<file path="src/rtl/cpu_fetch.sv">
// Instruction fetch stage: owns the fetch PC, issues credit-limited I-cache
// requests, queues in-order responses for decode and handles back-end redirects.
module cpu_fetch #(
    parameter int              ADDR     = 32,
    parameter int              INST     = 32,
    parameter logic [ADDR-1:0] RESET_PC = '0,
    parameter int              FQ_DEPTH = 4
) (
    input  logic            clk,
    input  logic            reset_,
    output logic            ic_req,
    output logic [ADDR-1:0] ic_addr,
    input  logic            ic_ready,
    input  logic            ic_resp,
    input  logic [INST-1:0] ic_inst,
    input  logic            ic_err,
    input  logic            redirect,
    input  logic [ADDR-1:0] redirect_pc,
    output logic            dec_valid,
    output logic [ADDR-1:0] dec_pc,
    output logic [INST-1:0] dec_inst,
    output logic            dec_fault,
    input  logic            dec_ready
);

    localparam int              PW         = (FQ_DEPTH > 1) ? $clog2(FQ_DEPTH) : 1;
    localparam int              CW         = PW + 1;
    localparam logic [CW-1:0]   DEPTH_C    = CW'(FQ_DEPTH);
    localparam logic [CW-1:0]   CNT_ONE    = CW'(1);
    localparam logic [PW-1:0]   PTR_ONE    = PW'(1);
    localparam logic [ADDR-1:0] PC_STEP    = ADDR'(4);
    localparam logic [ADDR-1:0] RESET_PC_W = {RESET_PC[ADDR-1:2], 2'b00};

    // Architectural state
    logic [ADDR-1:0] pc_reg,      pc_next;
    logic            halt_reg,    halt_next;
    logic [CW-1:0]   outst_reg,   outst_next;
    logic [CW-1:0]   drop_reg,    drop_next;
    logic [CW-1:0]   count_reg,   count_next;
    logic [PW-1:0]   head_reg,    head_next;
    logic [PW-1:0]   tail_reg,    tail_next;
    logic [PW-1:0]   pf_head_reg, pf_head_next;
    logic [PW-1:0]   pf_tail_reg, pf_tail_next;

    // Storage: fetch queue entries and the PC tags of requests still in flight
    logic [ADDR-1:0] q_pc    [FQ_DEPTH];
    logic [INST-1:0] q_inst  [FQ_DEPTH];
    logic            q_fault [FQ_DEPTH];
    logic [ADDR-1:0] pf_pc   [FQ_DEPTH];

    logic            issue;
    logic            take;
    logic            deq;
    logic [CW:0]     credit_used;
    logic            unused_pc_bits;

    assign unused_pc_bits = ^redirect_pc[1:0];

    // Buffered entries plus in-flight requests (stale ones included) may never
    // exceed the queue size, so every response always has room to land.
    assign credit_used = {1'b0, count_reg} + {1'b0, outst_reg};
    assign ic_req      = reset_ && !halt_reg && !redirect && (credit_used < {1'b0, DEPTH_C});
    assign ic_addr     = pc_reg;

    assign issue = ic_req && ic_ready;
    assign take  = ic_resp && !redirect && (drop_reg == '0);
    assign deq   = dec_valid && dec_ready;

    assign dec_valid = (count_reg != '0);
    assign dec_pc    = dec_valid ? q_pc[head_reg]    : '0;
    assign dec_inst  = dec_valid ? q_inst[head_reg]  : '0;
    assign dec_fault = dec_valid ? q_fault[head_reg] : 1'b0;

    always_comb begin
        pc_next      = pc_reg;
        halt_next    = halt_reg;
        outst_next   = outst_reg;
        drop_next    = drop_reg;
        count_next   = count_reg;
        head_next    = head_reg;
        tail_next    = tail_reg;
        pf_head_next = pf_head_reg;
        pf_tail_next = pf_tail_reg;

        unique case ({issue, ic_resp})
            2'b10:   outst_next = outst_reg + CNT_ONE;
            2'b01:   outst_next = outst_reg - CNT_ONE;
            default: outst_next = outst_reg;
        endcase

        if (redirect) begin
            // Everything not yet returned becomes stale; this cycle's response is
            // discarded outright, so it is not counted.
            pc_next      = {redirect_pc[ADDR-1:2], 2'b00};
            halt_next    = 1'b0;
            drop_next    = outst_reg - CW'(ic_resp);
            count_next   = '0;
            head_next    = '0;
            tail_next    = '0;
            pf_head_next = '0;
            pf_tail_next = '0;
        end else begin
            if (issue) begin
                pc_next      = pc_reg + PC_STEP;
                pf_tail_next = pf_tail_reg + PTR_ONE;
            end
            if (ic_resp && (drop_reg != '0)) begin
                drop_next = drop_reg - CNT_ONE;
            end
            if (take) begin
                tail_next    = tail_reg + PTR_ONE;
                pf_head_next = pf_head_reg + PTR_ONE;
                if (ic_err) begin
                    halt_next = 1'b1;
                end
            end
            if (deq) begin
                head_next = head_reg + PTR_ONE;
            end
            unique case ({take, deq})
                2'b10:   count_next = count_reg + CNT_ONE;
                2'b01:   count_next = count_reg - CNT_ONE;
                default: count_next = count_reg;
            endcase
        end
    end

    always_ff @(posedge clk or negedge reset_) begin
        if (!reset_) begin
            pc_reg      <= RESET_PC_W;
            halt_reg    <= 1'b0;
            outst_reg   <= '0;
            drop_reg    <= '0;
            count_reg   <= '0;
            head_reg    <= '0;
            tail_reg    <= '0;
            pf_head_reg <= '0;
            pf_tail_reg <= '0;
        end else begin
            pc_reg      <= pc_next;
            halt_reg    <= halt_next;
            outst_reg   <= outst_next;
            drop_reg    <= drop_next;
            count_reg   <= count_next;
            head_reg    <= head_next;
            tail_reg    <= tail_next;
            pf_head_reg <= pf_head_next;
            pf_tail_reg <= pf_tail_next;
        end
    end

    // Data storage needs no reset: occupancy is tracked by the pointers above.
    always_ff @(posedge clk) begin
        if (issue) begin
            pf_pc[pf_tail_reg] <= pc_reg;
        end
        if (take) begin
            q_pc[tail_reg]    <= pf_pc[pf_head_reg];
            q_inst[tail_reg]  <= ic_inst;
            q_fault[tail_reg] <= ic_err;
        end
    end

    resp_without_request: assert property (@(posedge clk) disable iff (!reset_)
        ic_resp |-> (outst_reg != '0));

    queue_overflow: assert property (@(posedge clk) disable iff (!reset_)
        take |-> (count_reg != DEPTH_C));

endmodule

</file>
<file path="config.mk">
export PLATFORM = sky130hd
export DESIGN_NAME = cpu_fetch
export DESIGN_NICKNAME = d
export VERILOG_FILES = /design/src/rtl/cpu_fetch.sv
export SDC_FILE = /design/constraint.sdc
export NUM_CORES = 1
export LEC_CHECK = 0
export ABC_CLOCK_PERIOD_IN_PS = 3950
export CAP_MARGIN = 0
export CORE_MARGIN = 4
export CORE_UTILIZATION = 45
export CTS_CLUSTER_SIZE = 28
export DETAILED_ROUTE_END_ITERATION = 6
export PLACE_DENSITY = 0.75
export SETUP_SLACK_MARGIN = 0.3
export SYNTH_ARGS = -nofsm -noshare
export SYNTH_HDL_FRONTEND = slang
export SYNTH_SLANG_ARGS = --single-unit
</file>
<file path="constraint.sdc">
create_clock -name clk -period 3.95 [get_ports clk]
set_input_delay 0.79 -clock clk [delete_from_list [all_inputs] [get_ports clk]]
set_output_delay 0.79 -clock clk [all_outputs]
set_load 0.005 [all_outputs]
</file>
After elaboration in Yosys (flattened, before gate mapping)
Memories as Yosys holds them, arrays and structs flattened.
Cells that the tools add are included.

storage, ports and cells
  bits in writable memories = 388
  register bits after elaboration = 50
  input bits = 71
  output and inout bits = 99
  logic and storage cells = 76
  memories = 4

operators by class
  add/subtract/negate cells = 12
  reduce and logical (&&, ||, !) cells = 21
  equality and inequality tests = 4
  mux-type cells = 25
  order comparisons = 1

memories
  name     words  width  read ports  clocked after Yosys merged registers in  write ports  RTL line  text
  pf_pc    4      32     1           0                                        1            49        logic [ADDR-1:0] pf_pc [FQ_DEPTH];
  q_inst   4      32     1           0                                        1            47        logic [INST-1:0] q_inst [FQ_DEPTH];
  q_pc     4      32     1           0                                        1            46        logic [ADDR-1:0] q_pc [FQ_DEPTH];
  q_fault  4      1      1           0                                        1            48        logic q_fault [FQ_DEPTH];

operators by type and width
  operator                                                    count
  2-to-1 mux 32 bit                                           4
  adder 32 x 3 -> 32 bit, second input constant               1
  2-to-1 mux 2 bit                                            8
  case mux 3 bit (2 select lines)                             2
  nonzero test 2 bit                                          6
  2-to-1 mux 3 bit                                            3
  nonzero test 3 bit                                          3
  subtractor 3 x 1 -> 3 bit, second input constant            3
  adder 2 x 1 -> 2 bit, second input constant                 4
  logical AND 1 bit                                           8
  2-to-1 mux 1 bit                                            8
  adder 3 x 1 -> 3 bit, second input constant                 2
  adder 3 x 3 -> 4 bit                                        1
  equality test 2 x 1 -> 1 bit, second input constant         2
  equality test 2 bit, second input constant                  2
  less-than comparator 4 x 3 -> 1 bit, second input constant  1
  logical NOT 3 bit                                           1
  subtractor 3 x 1 -> 3 bit                                   1
  logical NOT 1 bit                                           2
  AND reduction 2 bit                                         1

Longest topological paths before layout
  depth after elaboration = 7
  gate-level depth with buffers = 10

Worst setup path before layout
No wires, ideal clock.

  kind = input to register
  start point = in ic_resp
  end point = mem q_fault[0], enable pin
  required time = 3,522 ps
  arrival = 2,832 ps
  setup slack = 689 ps
  cell stages on the path = 3
  buffers on the path = 1
  library setup time = 428 ps
  cells stage by stage = and3b_1 > clkbuf_1 > and3_1

on the way
  longest elaborated chain between the ends = 4

RTL lines
  item                                    RTL line  text
  from (decl)                             14        input logic ic_resp,
  logical AND 1 bit (2 in series)         66        assign take = ic_resp && !redirect && (drop_reg == '0);
  2-to-1 mux 1 bit                        157       if (take) begin
  2-to-1 mux 1 bit (not written as such)  160       q_fault[tail_reg] <= ic_err;
  to (decl)                               48

No other way between the ends.

Final worst setup path
  start point = reg head_reg[0]
  end point = out dec_pc[17]

on the way
  longest elaborated chain between the ends = 2

RTL lines
  item                      RTL line  text
  from (decl)               40        logic [PW-1:0] head_reg, head_next;
  from (signal assigned)    145       head_reg <= head_next;
  memory read (4 x 32 bit)  -
  2-to-1 mux 32 bit         70        assign dec_pc = dec_valid ? q_pc[head_reg] : '0;
  to (decl)                 20        output logic [ADDR-1:0] dec_pc,

No other way between the ends.

==> impl_metrics.yaml <==
pwr:
  p_sw_frac: 0.249
  peakVddDrop_v: 0.000314
  power_density_nw_per_um2: 588
  power_frac_comb: 0.222
  switching_power_mw: 3.01
  p_int_mw: 9.07
  leakagePower_nw: 6.78
  p_clk_frac: 0.329
  p_seq_frac: 0.449
clock_network:
  cts_buffers: 43
  h-tree-depth: 2
  cts_tree: "built"
  clkTransAtPathRegs_ns: 0.06
  ctsLongestPathBuffers: 3
  clkLatencyLatePin_ns: 0.54
  clock-sinks: 420
  cts_root_buf: "clkbuf_16"
placement:
  gp_congestion: 0.791
  dp_hpwl_mm: 22.2
  numPortBuffers: 163
  placed_cell_area_um2: 19100
global_route:
  grt_overflow: 0
  antenna_found_initial: 0
  grt_max_degree: 59
  grt_pass1_wl_mm: 55.3
  grt_pass1_vias: 9296
  grtUsageTotal: 0.176
worst_setup_path:
  start_kind: "flop"
  ff2ff_setup_slack_ns: 1.11
  r2r-end: "outst_reg[2]$_DFFE_PN0P_"
  worstSetupPathType: "flop to output port"
  r2r-start: "count_reg[2]$_DFFE_PN0P_"
  endpoint: "dec_pc[17]"
  crit_arrival_ns: 2.50
  path_max_fanout: 19
  endpoint_kind: "output port"
  ff2ff_path_depth: 9
  critical_path_required_ns: 3.16
  startpoint: "head_reg[0]$_DFFE_PN0P_"
routing:
  drtAntennaViolNets: 0
  wl_per_cell_um: 22.6
  totalWireLength_mm: 35.8
  drc_errors: 0
  drt_iter0_markers: 607
  vias_per_cell: 5.58
  dr.pass1.iters: 5
  vias: 8850
timing:
  setup_viol: 0
  min_period_over_period: 0.833
  hold_viol: 0
  fmax_mhz: 304
  skew_ns: 0.0124
  maxSlewHeadroom: 0.221
  setup_tns_ns: 0
  slew_violations: 0
  timing.hold.ws_ns: 0.480
  rsz0062_at_grt: "no"
  worst_pin_slew_ns: 1.16
  finalCriticalPeriod_ns: 3.29
logic_synthesis:
  synth-simple-area-share: 0.0676
  synth_top_area_cell: "edfxtp_1"
  ys_seq_area_frac: 0.737
  ys.flop_type: "edfxtp_1"
  synth_edf_count: 372
  async_flop_share: 0.114
  yosys_warnings: 0
  synthMuxAreaShare: 0.127
  ys_ff_latch: 420
  synth_compound_area_frac: 0.0257
  synth_top_family_by_area: "multiplexers"
  synth_adder_area_share: 0.0143
  syn_area_um2: 16800
  syn_inst: 887
  syn_area_per_cell_um2: 18.9
  synth.area.top_cells: "edfxtp_1 (67%), mux4_2 (12%), dfrtp_1 (7.2%)"
  synth_top_area_frac: 0.665
  synth_xor_area_frac: 0.0115
  synth_cell_types: 58
die:
  dieArea_um2: 40500
  dieWidth_um: 201
  ioPinCount: 170
  die_h_um: 201
  start_util: 0.458
  core_area_um2: 36700
  rows: 70
layout:
  top_register: "q_inst"
  final_nets: 1173
  drive_gt1_frac: 0.193
  syn_to_final_growth_pct: 22.3
  top_regs: "q_inst (128), pf_pc (120), q_pc (120)"
  largest_reg_flops: 128
  diodes: 0
  final_area_um2: 20500
job:
  cap_violations: 0
run_status:
  outcome: "completed"
min_path:
  holdCritPathClass: "input pin to async pin"
## how the worst min path moves through the flow
stage,start,to,slack [ns],depth (start not counted)
after CTS,reset_,ic_addr[13]$_DFFE_PN0P_,0.50,2
after global placement,halt_reg$_DFFE_PN0P_,halt_reg$_DFFE_PN0P_,0.49,2
after detailed placement,outst_reg[2]$_DFFE_PN0P_,outst_reg[2]$_DFFE_PN0P_,0.53,1
after global routing,reset_,ic_addr[11]$_DFFE_PN0P_,0.53,2
after floorplan,halt_reg$_DFFE_PN0P_,halt_reg$_DFFE_PN0P_,0.46,2
final,reset_,ic_addr[13]$_DFFE_PN0P_,0.48,2
## layout by cell type (no fill, tap or decap), drive strengths merged, types with 22 or more instances in the layout
cell type      netlist  routed
dfrtp               48      48
nor2                22      22
and2                71      71
nand2               46      46
o21ai               23      23
buf                 21      35
mux4                93      93
clkdlybuf4s50        0     161
edfxtp             372     372
clkbuf              26      51
## layout make-up
type                            count  area, um^2
Clock buffer                       51        1130
Clock inverter                     27         265
Fill cell                        2779       16200
Inverter                           14        52.6
Multi-Input combinational cell    409        4180
Sequential cell                   420       12400
Tap cell                          468         586
Timing Repair Buffer              196        1960
## worst max-delay path, stage by stage, from the launching register on
cell,delay (ns)
dfrtp_4,0.45
buf_12,0.14
buf_12,0.20
mux4_2,0.54
and2_1,0.17
clkdlybuf4s50_1,0.43
## stage by stage
step                setup slack [ns]  total power, mW  std cells   util
floorplan                      0.689             6.89        890      -
global placement               0.879             8.15       1504  0.521
detailed placement             0.864             8.21       1504  0.521
CTS                            0.331             12.2       1585  0.560
global route                   0.533             12.6       1585  0.560
finish                         0.659             12.1       1585  0.560
## cell usage after synthesis (2+ instances only)
master	count
and2_1	69
a21oi_1	13
o311ai_1	3
inv_1	14
mux4_2	93
buf_1	5
a31oi_1	3
or4_1	3
nand3_1	15
xor2_1	16
a21o_1	4
fa_1	2
o21ai_0	4
and4_4	2
xnor2_1	6
nor3_1	4
and2_2	2
o21ai_1	19
buf_4	5
dfrtp_1	48
ha_1	16
a221o_1	3
clkbuf_1	25
mux2i_1	3
o211ai_1	6
buf_2	10
nand4_1	15
and3_1	9
or3_1	3
edfxtp_1	372
nand2_1	45
o31ai_1	2
nor2_1	22
a32oi_1	2
## cells by family after synthesis
| family | after synthesis |
|---|---|
| AO/OA/AOI/OAI | 67 |
| XOR/XNOR | 22 |
| adder cells (fa/ha/maj) | 18 |
| buffers and inverters | 61 |
| flip-flops | 420 |
| multiplexers | 97 |
| other | 1 |
| AND/OR/NAND/NOR | 201 |
## per-layer routing
metal | up-vias | share of wire | GRT usage
li1 | 3904 | - | -
met1 | 4592 | 0.41 | 0.235
met2 | 291 | 0.50 | 0.296
met3 | 63 | 0.058 | 0.0364
met4 | 0 | 0.027 | 0.0537
met5 | - | 0 | 0
## power by group through the flow
stage,logic [mW],clock network [mW],registers (mW)
after CTS,2.76,4.06,5.42
after global routing,2.92,4.26,5.46
after global placement,2.60,0,5.54
after detailed placement,2.65,0,5.56
final,2.68,3.97,5.42
after floorplan,1.50,0,5.38
## timing repair
action                                  4_1_cts  5_1_grt
resized for setup                             0        1
endpoints found under the hold margin         0        0
hold buffers                                  0        0
buffers inserted                              3        0
endpoints found under the setup margin        1       31
Note: power is estimated with default switching activity, not from simulation.
